[config.mk]
export PLATFORM = sky130hd
export DESIGN_NAME = laundry_sequencer_flat
export DESIGN_NICKNAME = d
export VERILOG_FILES = /design/src/rtl/laundry_pkg.sv /design/src/rtl/laundry_sequencer_if.sv /design/src/rtl/phase_timer.sv /design/src/rtl/laundry_sequencer.sv /design/src/flat_wrapper.sv
export SDC_FILE = /design/constraint.sdc
export NUM_CORES = 1
export LEC_CHECK = 0
export CORE_AREA = 2 2 79 43
export DETAILED_ROUTE_END_ITERATION = 16
export DIE_AREA = 0 0 81 45
export GPL_ROUTABILITY_DRIVEN = 0
export GPL_TIMING_DRIVEN = 1
export HOLD_SLACK_MARGIN = 0.05
export PLACE_DENSITY = 0.75
export SYNTH_ARGS = -nofsm -noshare
export SYNTH_HDL_FRONTEND = slang
export SYNTH_SLANG_ARGS = --single-unit
[constraint.sdc]
create_clock -name clk -period 7.3 [get_ports clk]
set_input_delay 1.825 -clock clk [delete_from_list [all_inputs] [get_ports clk]]
set_output_delay 1.825 -clock clk [all_outputs]
set_load 0.01 [all_outputs]
[src/rtl/laundry_pkg.sv]
// rtl/laundry_pkg.sv - laundry sequencer state codes and phase helpers
package laundry_pkg;

  typedef enum logic [3:0] {
    IDLE        = 4'd0,
    WAIT_WASHER = 4'd1,
    FILL        = 4'd2,
    WASH        = 4'd3,
    RINSE       = 4'd4,
    DRAIN       = 4'd5,
    WASHER_DONE = 4'd6,
    WAIT_DRYER  = 4'd7,
    HEAT        = 4'd8,
    TUMBLE      = 4'd9,
    COOL        = 4'd10,
    DRYER_DONE  = 4'd11,
    DONE        = 4'd12
  } state_e;

  localparam int unsigned NUM_TIMED = 7;

  function automatic logic is_timed(state_e s);
    return s inside {FILL, WASH, RINSE, DRAIN, HEAT, TUMBLE, COOL};
  endfunction

  function automatic logic is_washer_phase(state_e s);
    return s inside {FILL, WASH, RINSE, DRAIN};
  endfunction

  // Index into the duration table; NUM_TIMED marks an untimed state.
  function automatic logic [2:0] phase_index(state_e s);
    case (s)
      FILL:    return 3'd0;
      WASH:    return 3'd1;
      RINSE:   return 3'd2;
      DRAIN:   return 3'd3;
      HEAT:    return 3'd4;
      TUMBLE:  return 3'd5;
      COOL:    return 3'd6;
      default: return 3'(NUM_TIMED);
    endcase
  endfunction

endpackage

[src/rtl/laundry_sequencer_if.sv]
// rtl/laundry_sequencer_if.sv - front-panel / actuator-side signals of the laundry sequencer
interface laundry_sequencer_if #(
  parameter int unsigned CNT_W = 8
);
  logic             start;
  logic             abort;
  logic             washer_door;
  logic             dryer_door;
  logic             busy;
  logic             washer_done;
  logic             dryer_done;
  logic             done;
  logic [3:0]       phase;
  logic [CNT_W-1:0] remaining;

  modport master (
    output start, abort, washer_door, dryer_door,
    input  busy, washer_done, dryer_done, done, phase, remaining
  );

  modport slave (
    input  start, abort, washer_door, dryer_door,
    output busy, washer_done, dryer_done, done, phase, remaining
  );
endinterface

[src/rtl/phase_timer.sv]
// rtl/phase_timer.sv - loadable down-counter timing one laundry phase
module phase_timer #(
  parameter int unsigned CNT_W = 8
) (
  input  logic             clk,
  input  logic             rst_n,
  input  logic             load,
  input  logic [CNT_W-1:0] load_val,
  input  logic             en,
  input  logic             clear,
  output logic [CNT_W-1:0] count,
  output logic             zero
);

  always_ff @(posedge clk or negedge rst_n) begin
    if (!rst_n) begin
      count <= '0;
    end else if (clear) begin
      count <= '0;
    end else if (load) begin
      count <= load_val;
    end else if (en && count != '0) begin
      count <= count - 1'b1;
    end
  end

  assign zero = (count == '0);

endmodule

[src/rtl/laundry_sequencer.sv]
// rtl/laundry_sequencer.sv - timed washer/dryer cycle controller with door pause and abort
// Optional rinse phase between WASH and DRAIN enabled by defining LAUNDRY_RINSE_EN.
module laundry_sequencer
  import laundry_pkg::*;
#(
  parameter int unsigned CNT_W         = 8,
  parameter int unsigned FILL_CYCLES   = 4,
  parameter int unsigned WASH_CYCLES   = 8,
  parameter int unsigned RINSE_CYCLES  = 4,
  parameter int unsigned DRAIN_CYCLES  = 4,
  parameter int unsigned HEAT_CYCLES   = 8,
  parameter int unsigned TUMBLE_CYCLES = 8,
  parameter int unsigned COOL_CYCLES   = 4
) (
  input  logic               clk,
  input  logic               rst_n,
  laundry_sequencer_if.slave bus
);

  localparam int unsigned DUR [8] = '{FILL_CYCLES, WASH_CYCLES, RINSE_CYCLES, DRAIN_CYCLES,
                                      HEAT_CYCLES, TUMBLE_CYCLES, COOL_CYCLES, 1};

  state_e           state;
  state_e           state_nxt;
  logic             paused;
  logic             t_load;
  logic             t_en;
  logic             t_clear;
  logic [CNT_W-1:0] t_load_val;
  logic [CNT_W-1:0] t_count;
  logic             t_zero;
  logic             expire;

  always_ff @(posedge clk or negedge rst_n) begin
    if (!rst_n) begin
      state <= IDLE;
    end else begin
      state <= state_nxt;
    end
  end

  always_comb begin
    state_nxt  = state;
    t_load     = 1'b0;
    t_load_val = '0;
    t_en       = 1'b0;
    t_clear    = 1'b0;
    paused     = is_timed(state) &&
                 (is_washer_phase(state) ? !bus.washer_door : !bus.dryer_door);
    expire     = !paused && t_zero;

    case (state)
      IDLE:        if (bus.start) state_nxt = WAIT_WASHER;
      WAIT_WASHER: if (bus.washer_door) state_nxt = FILL;
      FILL:        if (expire) state_nxt = WASH;
`ifdef LAUNDRY_RINSE_EN
      WASH:        if (expire) state_nxt = RINSE;
`else
      WASH:        if (expire) state_nxt = DRAIN;
`endif
      RINSE:       if (expire) state_nxt = DRAIN;
      DRAIN:       if (expire) state_nxt = WASHER_DONE;
      WASHER_DONE: state_nxt = WAIT_DRYER;
      WAIT_DRYER:  if (bus.dryer_door) state_nxt = HEAT;
      HEAT:        if (expire) state_nxt = TUMBLE;
      TUMBLE:      if (expire) state_nxt = COOL;
      COOL:        if (expire) state_nxt = DRYER_DONE;
      DRYER_DONE:  state_nxt = DONE;
      DONE:        state_nxt = IDLE;
      default:     state_nxt = IDLE;
    endcase

    // Abort outranks everything except a start taken from IDLE.
    if (bus.abort && state != IDLE) begin
      state_nxt = IDLE;
    end

    if (state_nxt != state) begin
      if (is_timed(state_nxt)) begin
        t_load     = 1'b1;
        t_load_val = CNT_W'(DUR[phase_index(state_nxt)] - 1);
      end else begin
        t_clear = 1'b1;
      end
    end else begin
      t_en = is_timed(state) && !paused;
    end
  end

  phase_timer #(
    .CNT_W (CNT_W)
  ) u_timer (
    .clk      (clk),
    .rst_n    (rst_n),
    .load     (t_load),
    .load_val (t_load_val),
    .en       (t_en),
    .clear    (t_clear),
    .count    (t_count),
    .zero     (t_zero)
  );

  assign bus.busy        = (state != IDLE);
  assign bus.washer_done = (state == WASHER_DONE);
  assign bus.dryer_done  = (state == DRYER_DONE);
  assign bus.done        = (state == DONE);
  assign bus.phase       = state;
  assign bus.remaining   = is_timed(state) ? t_count : '0;

endmodule

[src/flat_wrapper.sv]
// flat-port wrapper written by rule: the top's interface ports become plain ports
module laundry_sequencer_flat import laundry_pkg::*;
#(
  parameter int unsigned CNT_W         = 8,
  parameter int unsigned FILL_CYCLES   = 4,
  parameter int unsigned WASH_CYCLES   = 8,
  parameter int unsigned RINSE_CYCLES  = 4,
  parameter int unsigned DRAIN_CYCLES  = 4,
  parameter int unsigned HEAT_CYCLES   = 8,
  parameter int unsigned TUMBLE_CYCLES = 8,
  parameter int unsigned COOL_CYCLES   = 4
)
  (clk, rst_n, bus_start, bus_abort, bus_washer_door, bus_dryer_door, bus_busy, bus_washer_done, bus_dryer_done, bus_done, bus_phase, bus_remaining);
  laundry_sequencer_if #(.CNT_W(CNT_W)) bus_i ();
  input  logic clk;
  input  logic rst_n;
  input wire logic [$bits(bus_i.start)-1:0] bus_start;
  input wire logic [$bits(bus_i.abort)-1:0] bus_abort;
  input wire logic [$bits(bus_i.washer_door)-1:0] bus_washer_door;
  input wire logic [$bits(bus_i.dryer_door)-1:0] bus_dryer_door;
  output wire logic [$bits(bus_i.busy)-1:0] bus_busy;
  output wire logic [$bits(bus_i.washer_done)-1:0] bus_washer_done;
  output wire logic [$bits(bus_i.dryer_done)-1:0] bus_dryer_done;
  output wire logic [$bits(bus_i.done)-1:0] bus_done;
  output wire logic [$bits(bus_i.phase)-1:0] bus_phase;
  output wire logic [$bits(bus_i.remaining)-1:0] bus_remaining;
  assign bus_i.start = bus_start;
  assign bus_i.abort = bus_abort;
  assign bus_i.washer_door = bus_washer_door;
  assign bus_i.dryer_door = bus_dryer_door;
  assign bus_busy = bus_i.busy;
  assign bus_washer_done = bus_i.washer_done;
  assign bus_dryer_done = bus_i.dryer_done;
  assign bus_done = bus_i.done;
  assign bus_phase = bus_i.phase;
  assign bus_remaining = bus_i.remaining;
  laundry_sequencer #(.CNT_W(CNT_W), .FILL_CYCLES(FILL_CYCLES), .WASH_CYCLES(WASH_CYCLES), .RINSE_CYCLES(RINSE_CYCLES), .DRAIN_CYCLES(DRAIN_CYCLES), .HEAT_CYCLES(HEAT_CYCLES), .TUMBLE_CYCLES(TUMBLE_CYCLES), .COOL_CYCLES(COOL_CYCLES)) u_core (.clk(clk), .rst_n(rst_n), .bus(bus_i));
endmodule
==> results.md <==
- Cell row count: 14
- Total setup buffers inserted after CTS: 0
- Ports placed on the boundary: 22
- Full die area: 3645 sq um
- Peak VDD IR: 0.0001711 V
- Clock tree from TritonCTS: done
- Most frequently used flop master after synthesis: sky130_fd_sc_hd__dfrtp_1
- Post-detailed-routing wire length: 2885 um
- Largest net degree at the start of global routing: 30
- End of the worst hold path: u_core.u_timer.count[6]$_DFFE_PN0P_
- Remaining antenna violation count after routing: 0
- Clock-pin transition on the worst setup and hold timing paths: 0.05 ns
- Post-route insts no fill: 215
- Mux contribution to synthesized area: 5.523%
- Setup tns final: 0 ns
- Final hold violation count: 0
- Number of enable-type register cells in the synthesized netlist: 0
- DP Worst Slack: 2.472 ns
- Diode count: 0
- Terminus of the critical flop-to-flop path: u_core.u_timer.count[3]$_DFFE_PN0P_
- Max Clock Freq: 0.2176 GHz
- Worst Path Class, Setup: in2reg
- CTS Root Buffer Type: sky130_fd_sc_hd__clkbuf_8
- Number of sinks driven by the clock tree: 12
- Global route total overflow: 0
- Mean area per synthesized cell: 7.880 sq um
- Slew at the pin closest to its max-slew limit: 0.8967 ns
- Number of buffers added to fix hold violations after cts: 0
- Vias per std cell: 5.726
- Share of cells above drive strength 1: 6.286%
- Post-synthesis share of cell area spent on full adders, half adders and majority gates: 3.945%
- Gate count after technology mapping: 161
- Wire length per cell after detailed routing: 13.42 um
- Flop2flop setup slack: 3.90 ns
- Power per Cell Area: 508.2 nW/um^2
- Number of clock buffers inserted by TritonCTS: 3
- Number of antenna violations at the first check in global routing: 0
- R2R depth: 11
- Complex-gate fraction of the synthesized area: 20.91%
- Warnings, synthesis: 0
- Reg-to-reg critical path startpoint: u_core.bus.phase[2]$_DFF_PN0_
- Leak pwr: 0.6448 nW
- Outcome: finished clean
- Die width: 81 um
- Area growth syn-to-layout: 20.12%
- TritonRoute pass-1 iters: 4
- Placeable core area: 2908 sq um
- Max-Slew Margin vs Limit: 40.22%
- Total track usage: 17.21%
- Share of synthesized registers carrying an async set or reset: 100.0%
- RSZ-0062 raised after global routing: no
- Number of synthesized register bits: 12
- CP Data Required Time: 7.46 ns
- Post-cts resize count: 0
- Number of buffers inserted by port buffering: 21
- Slew Limit Fails: 0
- Initial core utilization: 43.63%
- Clk buf depth: 2
- Clock latency on the worst-skew pair: 0.24 ns
- DRC Markers: 0
- Via count: 1,231
- Placed cell count: 211
- Largest fanout on the critical path: 7
- Most common cell after layout, fill and taps aside: sky130_fd_sc_hd__nor2_1
- # nets final: 186
- Number of max-cap violations: 0
- Crit path arrival time: 4.75 ns
- First-pass GRT wire length: 4816 um
- XOR/XNOR share of the synthesized area: 6.213%
- Launching element type of the critical path: primary input
- DRC violation total after the first TritonRoute iteration: 59
- Setup WS post-layout: 2.705 ns
- Cell area after synthesis: 1269 sq um
- Post-detailed-placement half-perimeter wirelength: 2102 um
- Final setup violation count: 0
- Via count of the first global-routing pass: 1,071
- Netlist cell types: 46
- Commonest cells after routing, fill and taps aside: 22 x sky130_fd_sc_hd__nor2_1, 21 x sky130_fd_sc_hd__clkdlybuf4s50_1, 12 x sky130_fd_sc_hd__dfrtp_1, 11 x sky130_fd_sc_hd__a21oi_1, 9 x sky130_fd_sc_hd__and3_1
- Simple-gate portion of the synthesized area: 33.53%
- HP Start: u_core.u_timer.count[6]$_DFFE_PN0P_
- Path type of the worst min-delay path: reg2reg
- Syn_nets: 171
- Die H: 45 um
- Final Critical Period: 4.595 ns
- Part of the cycle the worst path needs: 62.95%
- Post-Route Skew: 0.002229 ns
- Crit path capture type: register
- Final core utilization: 52.41%
- Instance count along the most critical hold path: 2
- Post-synthesis sequential area ratio: 23.67%
- H-tree depth: 1
- Minimum hold slack: 0.5980 ns
- Main combinational cell family by area after synthesis: simple AND/OR/NAND/NOR gates
synthesized netlist by cell type, drive strengths merged, types with 2 or more instances:
cell type   n  area, sq um
or4b        2        20.02
o2bb2ai     2        17.52
a31oi       3        18.77
nor3b       4        30.03
a21o        3        22.52
and3        9        56.30
a21oi      11        55.05
buf         8        48.80
xor2        5        43.79
o21ai       5        25.02
nor2       22        82.58
o31ai       2        15.01
ha          4        50.05
clkbuf      3        11.26
inv         5        18.77
o21bai      2        15.01
dfrtp      12        300.3
nor3        7        40.04
nand3       5        25.02
nor2b       5        31.28
xnor2       4        35.03
mux2i       7        70.07
nand2b      2        12.51
or3         2        12.51
nand2       8        30.03
nand3b      3        22.52
per-layer routing:
metal,track usage (%),routed length [um],part of all wire [%]
met5,0,0,0
met4,8.814,64,2.2
met3,2.200,102,3.5
met2,27.27,1283,44
met1,23.57,1435,50
flip-flops by register name (all words and copies together), names as in the netlist:
signal                cells
u_core.bus.phase          4
u_core.u_timer.count      8
metrics by stage:
step / instance area [sq um] / power (mW)
detailed placement: 1469 / 0.6983
global route: 1524 / 0.8518
global placement: 1469 / 0.6877
CTS: 1524 / 0.7762
finish: 1524 / 0.7745
floorplan: 1269 / 0.5824
how the worst max path moves through the flow:
stage / start / endpoint / slack [ns] / cells past startpoint
2_1_floorplan: bus_dryer_door / u_core.u_timer.count[3]$_DFFE_PN0P_ / 3.42 / 11
3_3_place_gp: bus_washer_door / u_core.u_timer.count[3]$_DFFE_PN0P_ / 2.61 / 12
3_5_place_dp: bus_washer_door / u_core.u_timer.count[3]$_DFFE_PN0P_ / 2.47 / 12
4_1_cts: bus_washer_door / u_core.u_timer.count[3]$_DFFE_PN0P_ / 2.71 / 12
5_1_grt: bus_washer_door / u_core.u_timer.count[3]$_DFFE_PN0P_ / 2.50 / 12
6_report: bus_washer_door / u_core.u_timer.count[3]$_DFFE_PN0P_ / 2.70 / 12
kinds of logic (layout without fill, tap and decap cells):
| kind of cell | Yosys count | after routing |
|---|---|---|
| flip-flops | 12 | 12 |
| AND/OR/NAND/NOR | 76 | 76 |
| AO/OA/AOI/OAI | 37 | 37 |
| adder cells (fa/ha/maj) | 4 | 4 |
| XOR/XNOR | 9 | 9 |
| multiplexers | 7 | 7 |
| buffers and inverters | 16 | 30 |
layout make-up:
class                      count  area (sq um)
sequential                    12         300.3
fill                         282          1384
tap                           40         50.05
multi-input combinational    133         889.6
timing repair buffer          21         210.2
inverter                       5         18.77
clock buffer                   4         55.05
worst max-delay path, stage by stage:
cell and delay, ns:
sky130_fd_sc_hd__clkdlybuf4s50_1 0.59, sky130_fd_sc_hd__nor2_1 0.12, sky130_fd_sc_hd__a32oi_1 0.33, sky130_fd_sc_hd__o2111ai_1 0.14, sky130_fd_sc_hd__a31oi_1 0.51, sky130_fd_sc_hd__mux2i_1 0.21, sky130_fd_sc_hd__nor2_1 0.21, sky130_fd_sc_hd__inv_1 0.06
sky130_fd_sc_hd__ha_1 0.18, sky130_fd_sc_hd__ha_1 0.26, sky130_fd_sc_hd__o21bai_1 0.15, sky130_fd_sc_hd__mux2i_1 0.16
where the power goes:
| group | leakage, nW | switching (mW) | internal (mW) |
|---|---|---|---|
| Sequential | 0.159 | 0.0697 | 0.0930 |
| Clock | 0.0288 | 0.0250 | 0.0477 |
| Combinational | 0.457 | 0.284 | 0.255 |
| Total | 0.645 | 0.379 | 0.396 |
Power figures use the tool's default switching activity.
